===== config.mk =====
export PLATFORM = sky130hd
export DESIGN_NAME = gf180mcu_fd_io__asig_sw_arb_flat
export DESIGN_NICKNAME = d
export VERILOG_FILES = /design/src/rtl/gf180mcu_fd_io__asig_pkg.sv /design/src/rtl/gf180mcu_fd_io__asig_sw_arb_if.sv /design/src/rtl/gf180mcu_fd_io__asig_rr_pick.sv /design/src/rtl/gf180mcu_fd_io__asig_sw_arb.sv /design/src/flat_wrapper.sv
export SDC_FILE = /design/constraint.sdc
export NUM_CORES = 1
export LEC_CHECK = 0
export BUFFER_PORTS_ARGS = -buffer_cell sky130_fd_sc_hd__buf_2
export CAP_MARGIN = 20
export CORE_MARGIN = 2
export CORE_UTILIZATION = 45
export CTS_CLUSTER_SIZE = 8
export DETAILED_ROUTE_END_ITERATION = 8
export GPL_TIMING_DRIVEN = 0
export PLACE_DENSITY = 0.64
export SETUP_SLACK_MARGIN = 0.05
export SKIP_LAST_GASP = 1
export SLEW_MARGIN = 20
export SYNTH_ARGS = -nofsm -noshare
export SYNTH_HDL_FRONTEND = slang
export SYNTH_SLANG_ARGS = --single-unit

===== constraint.sdc =====
create_clock -name CLK -period 2.4 [get_ports CLK]
set_input_delay 0.36 -clock CLK [delete_from_list [all_inputs] [get_ports CLK]]
set_output_delay 0.36 -clock CLK [all_outputs]
set_load 0.01 [all_outputs]

===== src/rtl/gf180mcu_fd_io__asig_pkg.sv =====
// ASIG pad-ring shared definitions.
// State encoding and default switch timing.
package gf180mcu_fd_io__asig_pkg;

   typedef logic [2:0] asig_state_t;

   localparam asig_state_t ST_IDLE    = 3'd0;
   localparam asig_state_t ST_BREAK   = 3'd1;
   localparam asig_state_t ST_MAKE    = 3'd2;
   localparam asig_state_t ST_GRANT   = 3'd3;
   localparam asig_state_t ST_RELEASE = 3'd4;

   localparam int ASIG_BREAK_CYC  = 4;
   localparam int ASIG_SETTLE_CYC = 16;

endpackage


===== src/rtl/gf180mcu_fd_io__asig_sw_arb_if.sv =====
// Requester-side bundle of the ASIG pad switch arbiter.
// master = requesters, slave = arbiter.
interface gf180mcu_fd_io__asig_sw_arb_if #(
   parameter int NREQ = 4
) ();

   logic                      EN;
   logic [NREQ-1:0]           REQ;
   logic [NREQ-1:0]           GNT;
   logic [NREQ-1:0]           SW_EN;
   logic                      DCHG;
   logic                      BUSY;
   logic [$clog2(NREQ)-1:0]   OWNER;
   logic                      TIMEOUT;

   modport master (
      output EN, REQ,
      input  GNT, SW_EN, DCHG, BUSY, OWNER, TIMEOUT
   );

   modport slave (
      input  EN, REQ,
      output GNT, SW_EN, DCHG, BUSY, OWNER, TIMEOUT
   );

endinterface


===== src/rtl/gf180mcu_fd_io__asig_rr_pick.sv =====
// Rotate-priority picker: first set req at index >= ptr,
// wrapping around.
module gf180mcu_fd_io__asig_rr_pick #(
   parameter int NREQ = 4,
   parameter int IW   = $clog2(NREQ)
) (
   input  logic [NREQ-1:0] req,
   input  logic [IW-1:0]   ptr,
   output logic            vld,
   output logic [IW-1:0]   idx
);

   function automatic logic [IW-1:0] wrap(
      input logic [IW-1:0] p,
      input int            k
   );
      int s;
      s = int'(p) + k;
      if (s >= NREQ) s = s - NREQ;
      return IW'(s);
   endfunction

   // scan downwards so the lowest offset wins
   always_comb begin
      vld = 1'b0;
      idx = '0;
      for (int k = NREQ - 1; k >= 0; k--) begin
         if (req[wrap(ptr, k)]) begin
            vld = 1'b1;
            idx = wrap(ptr, k);
         end
      end
   end

endmodule


===== src/rtl/gf180mcu_fd_io__asig_sw_arb.sv =====
// ASIG5V pad sharing arbiter: break-before-make switch
// sequencing with discharge, settle and round-robin grant.
module gf180mcu_fd_io__asig_sw_arb
   import gf180mcu_fd_io__asig_pkg::*;
#(
   parameter int NREQ       = 4,
   parameter int BREAK_CYC  = ASIG_BREAK_CYC,
   parameter int SETTLE_CYC = ASIG_SETTLE_CYC,
   parameter int MAX_HOLD   = 0,
   parameter int CNT_W      = 8
) (
   input logic CLK,
   input logic RN,
   gf180mcu_fd_io__asig_sw_arb_if.slave bus
);

   localparam int IW = $clog2(NREQ);
   localparam logic [CNT_W-1:0] BRK_INI = CNT_W'(BREAK_CYC - 1);
   localparam logic [CNT_W-1:0] SET_INI = CNT_W'(SETTLE_CYC - 1);
   localparam logic [CNT_W-1:0] HOLD_LAST =
      CNT_W'((MAX_HOLD > 0) ? MAX_HOLD - 1 : 0);
   localparam logic [IW-1:0] LAST_IDX = IW'(NREQ - 1);

   asig_state_t      state_q, state_d;
   logic [CNT_W-1:0] cnt_q, cnt_d;
   logic [IW-1:0]    owner_q, owner_d;
   logic [IW-1:0]    ptr_q, ptr_d;
   logic [IW-1:0]    pick_idx;
   logic             pick_vld;
   logic             keep;
   logic             others;
   logic [NREQ-1:0]  own_oh, nxt_oh;
   logic [NREQ-1:0]  swen_d, swen_q;
   logic [NREQ-1:0]  gnt_d, gnt_q;
   logic             dchg_d, dchg_q;
   logic             busy_d, busy_q;
   logic             tmo_d, tmo_q;

   gf180mcu_fd_io__asig_rr_pick #(
      .NREQ (NREQ)
   ) u_pick (
      .req (bus.REQ),
      .ptr (ptr_q),
      .vld (pick_vld),
      .idx (pick_idx)
   );

   assign own_oh = NREQ'(1) << owner_q;
   assign nxt_oh = NREQ'(1) << owner_d;
   assign keep   = bus.EN && bus.REQ[owner_q];
   assign others = |(bus.REQ & ~own_oh);

   always_ff @(posedge CLK or negedge RN) begin
      if (!RN) begin
         state_q <= ST_IDLE;
         cnt_q   <= '0;
         owner_q <= '0;
         ptr_q   <= '0;
         swen_q  <= '0;
         gnt_q   <= '0;
         dchg_q  <= 1'b0;
         busy_q  <= 1'b0;
         tmo_q   <= 1'b0;
      end else begin
         state_q <= state_d;
         cnt_q   <= cnt_d;
         owner_q <= owner_d;
         ptr_q   <= ptr_d;
         swen_q  <= swen_d;
         gnt_q   <= gnt_d;
         dchg_q  <= dchg_d;
         busy_q  <= busy_d;
         tmo_q   <= tmo_d;
      end
   end

   always_comb begin
      state_d = state_q;
      cnt_d   = cnt_q;
      owner_d = owner_q;
      ptr_d   = ptr_q;
      tmo_d   = 1'b0;
      unique case (state_q)
         ST_IDLE: begin
            if (bus.EN && pick_vld) begin
               state_d = ST_BREAK;
               owner_d = pick_idx;
               cnt_d   = BRK_INI;
            end
         end
         ST_BREAK: begin
            if (!keep) begin
               state_d = ST_IDLE;
               cnt_d   = '0;
            end else if (cnt_q == '0) begin
               state_d = ST_MAKE;
               cnt_d   = SET_INI;
            end else begin
               cnt_d = cnt_q - 1'b1;
            end
         end
         ST_MAKE: begin
            if (!keep) begin
               state_d = ST_RELEASE;
               cnt_d   = '0;
            end else if (cnt_q == '0) begin
               state_d = ST_GRANT;
            end else begin
               cnt_d = cnt_q - 1'b1;
            end
         end
         ST_GRANT: begin
            // cnt doubles as the hold timer while others wait
            if (!keep) begin
               state_d = ST_RELEASE;
               cnt_d   = '0;
            end else if (MAX_HOLD > 0 && others) begin
               if (cnt_q == HOLD_LAST) begin
                  state_d = ST_RELEASE;
                  cnt_d   = '0;
                  tmo_d   = 1'b1;
               end else begin
                  cnt_d = cnt_q + 1'b1;
               end
            end else begin
               cnt_d = '0;
            end
         end
         ST_RELEASE: begin
            state_d = ST_IDLE;
            cnt_d   = '0;
            ptr_d   = (owner_q == LAST_IDX) ? '0 : owner_q + 1'b1;
         end
         default: begin
            state_d = ST_IDLE;
            cnt_d   = '0;
         end
      endcase
   end

   always_comb begin
      swen_d = '0;
      gnt_d  = '0;
      dchg_d = 1'b0;
      busy_d = (state_d != ST_IDLE);
      unique case (state_d)
         ST_BREAK: dchg_d = 1'b1;
         ST_MAKE:  swen_d = nxt_oh;
         ST_GRANT: begin
            swen_d = nxt_oh;
            gnt_d  = nxt_oh;
         end
         default: ;
      endcase
   end

   assign bus.GNT     = gnt_q;
   assign bus.SW_EN   = swen_q;
   assign bus.DCHG    = dchg_q;
   assign bus.BUSY    = busy_q;
   assign bus.OWNER   = owner_q;
   assign bus.TIMEOUT = tmo_q;

endmodule


===== src/flat_wrapper.sv =====
// flat-port wrapper written by rule: the top's interface ports become plain ports
module gf180mcu_fd_io__asig_sw_arb_flat import gf180mcu_fd_io__asig_pkg::*;
#(
   parameter int NREQ       = 4,
   parameter int BREAK_CYC  = ASIG_BREAK_CYC,
   parameter int SETTLE_CYC = ASIG_SETTLE_CYC,
   parameter int MAX_HOLD   = 0,
   parameter int CNT_W      = 8
)
  (CLK, RN, bus_EN, bus_REQ, bus_GNT, bus_SW_EN, bus_DCHG, bus_BUSY, bus_OWNER, bus_TIMEOUT);
  gf180mcu_fd_io__asig_sw_arb_if #(.NREQ(NREQ)) bus_i ();
  input logic CLK;
  input logic RN;
  input wire logic [$bits(bus_i.EN)-1:0] bus_EN;
  input wire logic [$bits(bus_i.REQ)-1:0] bus_REQ;
  output wire logic [$bits(bus_i.GNT)-1:0] bus_GNT;
  output wire logic [$bits(bus_i.SW_EN)-1:0] bus_SW_EN;
  output wire logic [$bits(bus_i.DCHG)-1:0] bus_DCHG;
  output wire logic [$bits(bus_i.BUSY)-1:0] bus_BUSY;
  output wire logic [$bits(bus_i.OWNER)-1:0] bus_OWNER;
  output wire logic [$bits(bus_i.TIMEOUT)-1:0] bus_TIMEOUT;
  assign bus_i.EN = bus_EN;
  assign bus_i.REQ = bus_REQ;
  assign bus_GNT = bus_i.GNT;
  assign bus_SW_EN = bus_i.SW_EN;
  assign bus_DCHG = bus_i.DCHG;
  assign bus_BUSY = bus_i.BUSY;
  assign bus_OWNER = bus_i.OWNER;
  assign bus_TIMEOUT = bus_i.TIMEOUT;
  gf180mcu_fd_io__asig_sw_arb #(.NREQ(NREQ), .BREAK_CYC(BREAK_CYC), .SETTLE_CYC(SETTLE_CYC), .MAX_HOLD(MAX_HOLD), .CNT_W(CNT_W)) u_core (.CLK(CLK), .RN(RN), .bus(bus_i));
endmodule

==> results.ini, run 1 <==
[yosys]
syn-cell-area_sq_um=1424
synth_mux_area_share_pct=3.779
synth_top_family_by_area=simple AND/OR/NAND/NOR gates
synthArstFlopShare_pct=100.0
synth_area_leader_cell=dfrtp_1
synth-compound-area-share_pct=19.07
ys.flop_type=dfrtp_1
ys_types=47
ys_ff_latch=25
synth_top_area_share_pct=43.94
syn_nets=156
synthTopCellsByArea=dfrtp_1, nor2_1, ha_1
synth_warnings=0
synth-simple-area-share_pct=26.71
synth-edff-count=0
synthAdderAreaFrac_pct=3.339
synth_cells=146
ys_seq_area_share_pct=43.94
avgSynthCellArea_sq_um=9.753
yosys.area_share.xor_xnor_pct=0

[critical_path]
r2r-end=u_core.cnt_q[2]
crit_fanout=6
r2r-start=u_core.cnt_q[0]
cp.arrival_ns=2.36
reg2reg_setup_slack_ns=0.26
path_class=reg -> reg
worstPathRequired_ns=2.62
start_kind=register
crit_end=u_core.cnt_q[2]
reg2reg_depth=7
crit_start=u_core.cnt_q[0]
crit_path_end_kind=register

[job]
cap_violations=0

[global_routing]
grt_pass1_wl_um=5382
grt_use_total_pct=20.19
grt_pass1_vias=1167
grt_start_max_net_pins=26
grt_overflow=0
grt_antenna_before_repair=0

[sta]
setup_viol=0
finalCritPeriodShare_pct=89.37
fin_hold_ws_ns=-0.01068
slew_headroom_pct=50.24
slew_viol_final=0
fmax_ghz=0.4662
finalHoldViolations=5
finalCriticalPeriod_ns=2.145
clock_skew_ns=0.01685
worstMarginPinSlew_ns=0.7368
final.setup.tns_ns=0
rsz0062_at_grt=false

[drt]
wl_per_cell_um=15.07
wirelength_um=3194
via_per_inst=5.708
ant_nets=0
drt_iter0_markers=60
num_vias=1210
dr.pass1.iters=4
drc=0

[die]
die_area_sq_um=3630
die_h_um=60.25
num_rows=20
fp.coreArea_sq_um=3028
die_width_um=60.25
start_util_pct=47.02
io_pins=20

[clock_tree]
cts_buffers=3
cts_htree_levels=1
postCtsSetupBuffers=0
clk_pin_slew_ns=0.14
clockBufferDepth=2
cts.sinks=25
holdBufCountCts=0
cts_resized=0
cts_tree=built
clock_latency_ns=0.33
cts-root-buf=clkbuf_4

[finish]
nNetsFinal=179
syn2layout_area_growth_pct=12.39
final_cell_mix=dfrtp_1, buf_2, nor2_1
final_area_sq_um=1600
layout_commonest_cell=dfrtp_1
num_antenna_cells=0
drive_gt1_share_pct=22.62

[pwr]
vdd_ir_drop_max_uv=611.1
power_density_nw_per_um2=1037
p_leak_uw=0.0007392

[placement]
dp_hpwl_um=2304
portBuffers=18
gp_congestion=0.8382
placed_area_sq_um=1569

[status]
violations=hold timing
status=complete, but fails checks

[hold_path]
hold_path.class=in -> async

==> state kept, by name (all words and copies together) (netlist names) <==
name,count
u_core.bus.BUSY,1
u_core.bus.DCHG,1
u_core.cnt_q,8
u_core.bus.SW_EN,4
u_core.bus.GNT,4
u_core.bus.OWNER,2
u_core.ptr_q,2
u_core.state_q,3
==> routing by layer <==
| metal | GRT usage (%) | part of all wire (%) | wire (um) | up-vias |
|---|---|---|---|---|
| met2 | 31.68 | 45 | 1451 | 36 |
| met1 | 27.21 | 48 | 1540 | 588 |
| met3 | 5.195 | 5.3 | 169 | 5 |
| met4 | 6.349 | 1.0 | 33 | 0 |
| li1 | - | - | - | 581 |
| met5 | 0 | 0 | 0 | - |
==> how the worst min path moves through the flow <==
stage | start | endpoint | slack, ns | cells after the start
2_1_floorplan | RN | u_core.bus.BUSY | 0.06 | 0
3_3_place_gp | RN | u_core.cnt_q[6] | 0.38 | 1
3_5_place_dp | RN | u_core.cnt_q[6] | 0.38 | 1
4_1_cts | RN | u_core.cnt_q[6] | 0.01 | 1
5_1_grt | RN | u_core.cnt_q[4] | 0.02 | 1
6_report | RN | u_core.cnt_q[4] | -0.01 | 1
==> where the power goes <==
group	switching (uW)	internal, uW	leakage (uW)	total [uW]
registers	110	522	0.000334	632
logic	488	349	0.000391	837
clock network	125	65.1	0.0000150	190
total	722	936	0.000739	1660
==> cell usage after synthesis (all sizes together), types with 3 or more instances <==
master / n
nand2b: 4
or3: 5
a21oi: 7
a211oi: 4
nor2b: 4
o41ai: 3
dfrtp: 25
nor3: 7
nor2: 14
o31ai: 3
clkbuf: 5
o21ai: 9
ha: 3
nor3b: 4
and3: 4
a21o: 3
nand2: 11
and2: 3
inv: 3
==> worst max-delay path, stage by stage, from the launching register on <==
cell and delay [ns]:
dfrtp_1 0.43, inv_1 0.10, ha_1 0.17, or3b_2 0.47, nor4b_1 0.29, o21ai_1 0.21
and3_1 0.23, a21o_1 0.14
==> cell families (layout without fill, tap and decap cells) <==
logic type | count (synthesis) | after routing
compound gates | 37 | 37
fa+ha+maj | 4 | 4
buf+inv | 10 | 32
flops | 25 | 25
mux | 4 | 4
other cells | 1 | 1
simple gates | 65 | 65
==> area by class of cell <==
cell class                      instances  area (sq um)
Fill cell                             281          1428
Multi-Input combinational cell        111         762.0
Inverter                                3         11.26
Clock buffer                            4         26.28
Timing Repair Buffer                   18         90.09
Tap cell                               44         55.05
Sequential cell                        25         625.6
Buffer                                  7         30.03
==> through the flow <==
stage	std cells	power, uW	setup slack [ns]	hold slack, ns	util (%)
2_1_floorplan	146	1237	0.4367	0.06441	-
3_3_place_gp	208	1428	0.1558	0.3756	51.82
3_5_place_dp	208	1457	0.1264	0.3776	51.82
4_1_cts	212	1655	0.06194	0.01108	52.69
5_1_grt	212	1799	0.1359	0.01697	52.85
6_report	212	1659	0.2551	-0.01068	52.85
(Power assumes the default switching activity.)
==> run 2, diff against run 1 <==
--- a/config.mk
+++ b/config.mk
@@ -7,6 +7,7 @@
 export LEC_CHECK = 0
 export BUFFER_PORTS_ARGS = -buffer_cell sky130_fd_sc_hd__buf_2
 export CAP_MARGIN = 20
+export CORE_ASPECT_RATIO = 2
 export CORE_MARGIN = 2
 export CORE_UTILIZATION = 45
 export CTS_CLUSTER_SIZE = 8
@@ -15,7 +16,7 @@
 export PLACE_DENSITY = 0.64
 export SETUP_SLACK_MARGIN = 0.05
 export SKIP_LAST_GASP = 1
-export SLEW_MARGIN = 20
+export SLEW_MARGIN = 30
 export SYNTH_ARGS = -nofsm -noshare
 export SYNTH_HDL_FRONTEND = slang
 export SYNTH_SLANG_ARGS = --single-unit
==> results.ini, run 2 (same netlist as run 1, synthesis figures left out) <==
[status]
status=complete, no violations

[critical_path]
start_kind=register
r2r-start=u_core.cnt_q[0]
reg2reg_depth=7
r2r-end=u_core.cnt_q[2]
crit_start=u_core.cnt_q[0]
crit_path_end_kind=register
crit_fanout=6
reg2reg_setup_slack_ns=0.27
cp.arrival_ns=2.31
path_class=reg -> reg
worstPathRequired_ns=2.58
crit_end=u_core.cnt_q[2]

[sta]
finalCritPeriodShare_pct=88.81
finalHoldViolations=0
slew_viol_final=0
final.setup.tns_ns=0
setup_viol=0
clock_skew_ns=0.009599
rsz0062_at_grt=false
worstMarginPinSlew_ns=0.8388
slew_headroom_pct=43.47
finalCriticalPeriod_ns=2.131
fmax_ghz=0.4692

[hold_path]
hold_path.class=in -> async

[drt]
wirelength_um=3307
drt_iter0_markers=44
num_vias=1207
drc=0
via_per_inst=6.096
dr.pass1.iters=4
wl_per_cell_um=16.70
ant_nets=0

[placement]
portBuffers=18
dp_hpwl_um=2507
gp_congestion=0.8486
dp.cells=194

[finish]
syn2layout_area_growth_pct=12.74
layout_commonest_cell=dfrtp_1
final_cell_mix=dfrtp_1, buf_2, nor2_1
largest_register=u_core.cnt_q
nNetsFinal=179
final_cells=198
largest_reg_flops=8
num_antenna_cells=0
final_util_pct=53.91
drive_gt1_share_pct=23.21

[job]
cap_violations=0

[pwr]
vdd_ir_drop_max_uv=493.6
p_leak_uw=0.0007459
power_density_nw_per_um2=1071

[clock_tree]
cts_buffers=3
cts.sinks=25
clock_latency_ns=0.28
cts_htree_levels=1
holdBufCountCts=0
clockBufferDepth=2
cts-root-buf=clkbuf_8
cts_tree=built
clk_pin_slew_ns=0.09

[global_routing]
grt_pass1_wl_um=5499
grt_overflow=0
grt_pass1_vias=1216
grt_use_total_pct=19.48
grt_start_max_net_pins=26
grt_antenna_before_repair=0

[die]
io_pins=20
die_width_um=43.78
fp.coreArea_sq_um=2978
start_util_pct=47.82
die_area_sq_um=3657
die_h_um=83.55
num_rows=28

## run 2: cell count changes in the layout (fill, tap and decap cells not counted), sizes merged
cell	previous run	this run
clkbuf	9	8
clkinvlp	0	1
## run 2: worst min-delay path by stage
stage | slack [ns] | start | endpoint
CTS | 0.08 | RN | u_core.cnt_q[2]
global placement | 0.37 | RN | u_core.cnt_q[3]
finish | 0.05 | RN | u_core.cnt_q[2]
global route | 0.1 | RN | u_core.cnt_q[2]
floorplan | 0.06 | RN | u_core.bus.BUSY
detailed placement | 0.38 | RN | u_core.cnt_q[2]
## run 2: cell type report
cell class	count	area [sq um]
plain buffers	7	30.03
clock buffers	3	41.29
clock inverters	1	7.507
fillers	272	1373
inverters	3	11.26
multi-input cells	111	762.0
flip-flops and latches	25	625.6
well taps	30	37.54
repair buffers	18	90.09
## run 2: per-layer routing
layer  vias to the layer above  wire length, um  global-route usage (%)  share of wire, %
met5                         -                0                       0                 0
li1                        583                -                       -                 -
met3                         7               76                   3.247               2.3
met4                         0               70                   8.815               2.1
met1                       594             1254                   20.61                38
met2                        23             1904                   35.16                58
## run 2: worst max-delay path: stages (launching register included)
cell,delay [ns]
dfrtp_1,0.42
inv_1,0.09
ha_1,0.17
or3b_2,0.46
nor4b_1,0.30
o21ai_1,0.21
and3_1,0.23
a21o_1,0.14
## run 2: timing repair
| item | in CTS | in global routing |
|---|---|---|
| setup endpoints to repair | 0 | 6 |
| buffers inserted | 0 | 0 |
| resized for setup | 0 | 1 |
## run 2: report_power, final
group	switching (uW)	total, uW	internal [uW]	leakage (uW)
clock	143	261	118	0.0000217
combinational	482	829	347	0.000391
sequential	107	630	523	0.000334
total	732	1720	988	0.000746
## run 2: through the flow
stage | hold WS [ns] | worst slack [ns] | power (uW) | cell area [sq um]
2_1_floorplan | 0.06441 | 0.4367 | 1237 | 1424
3_3_place_gp | 0.3711 | 0.1458 | 1432 | 1551
3_5_place_dp | 0.3829 | 0.1241 | 1459 | 1551
4_1_cts | 0.07768 | 0.09077 | 1721 | 1600
5_1_grt | 0.09513 | 0.09598 | 1845 | 1605
6_report | 0.05490 | 0.2687 | 1719 | 1605
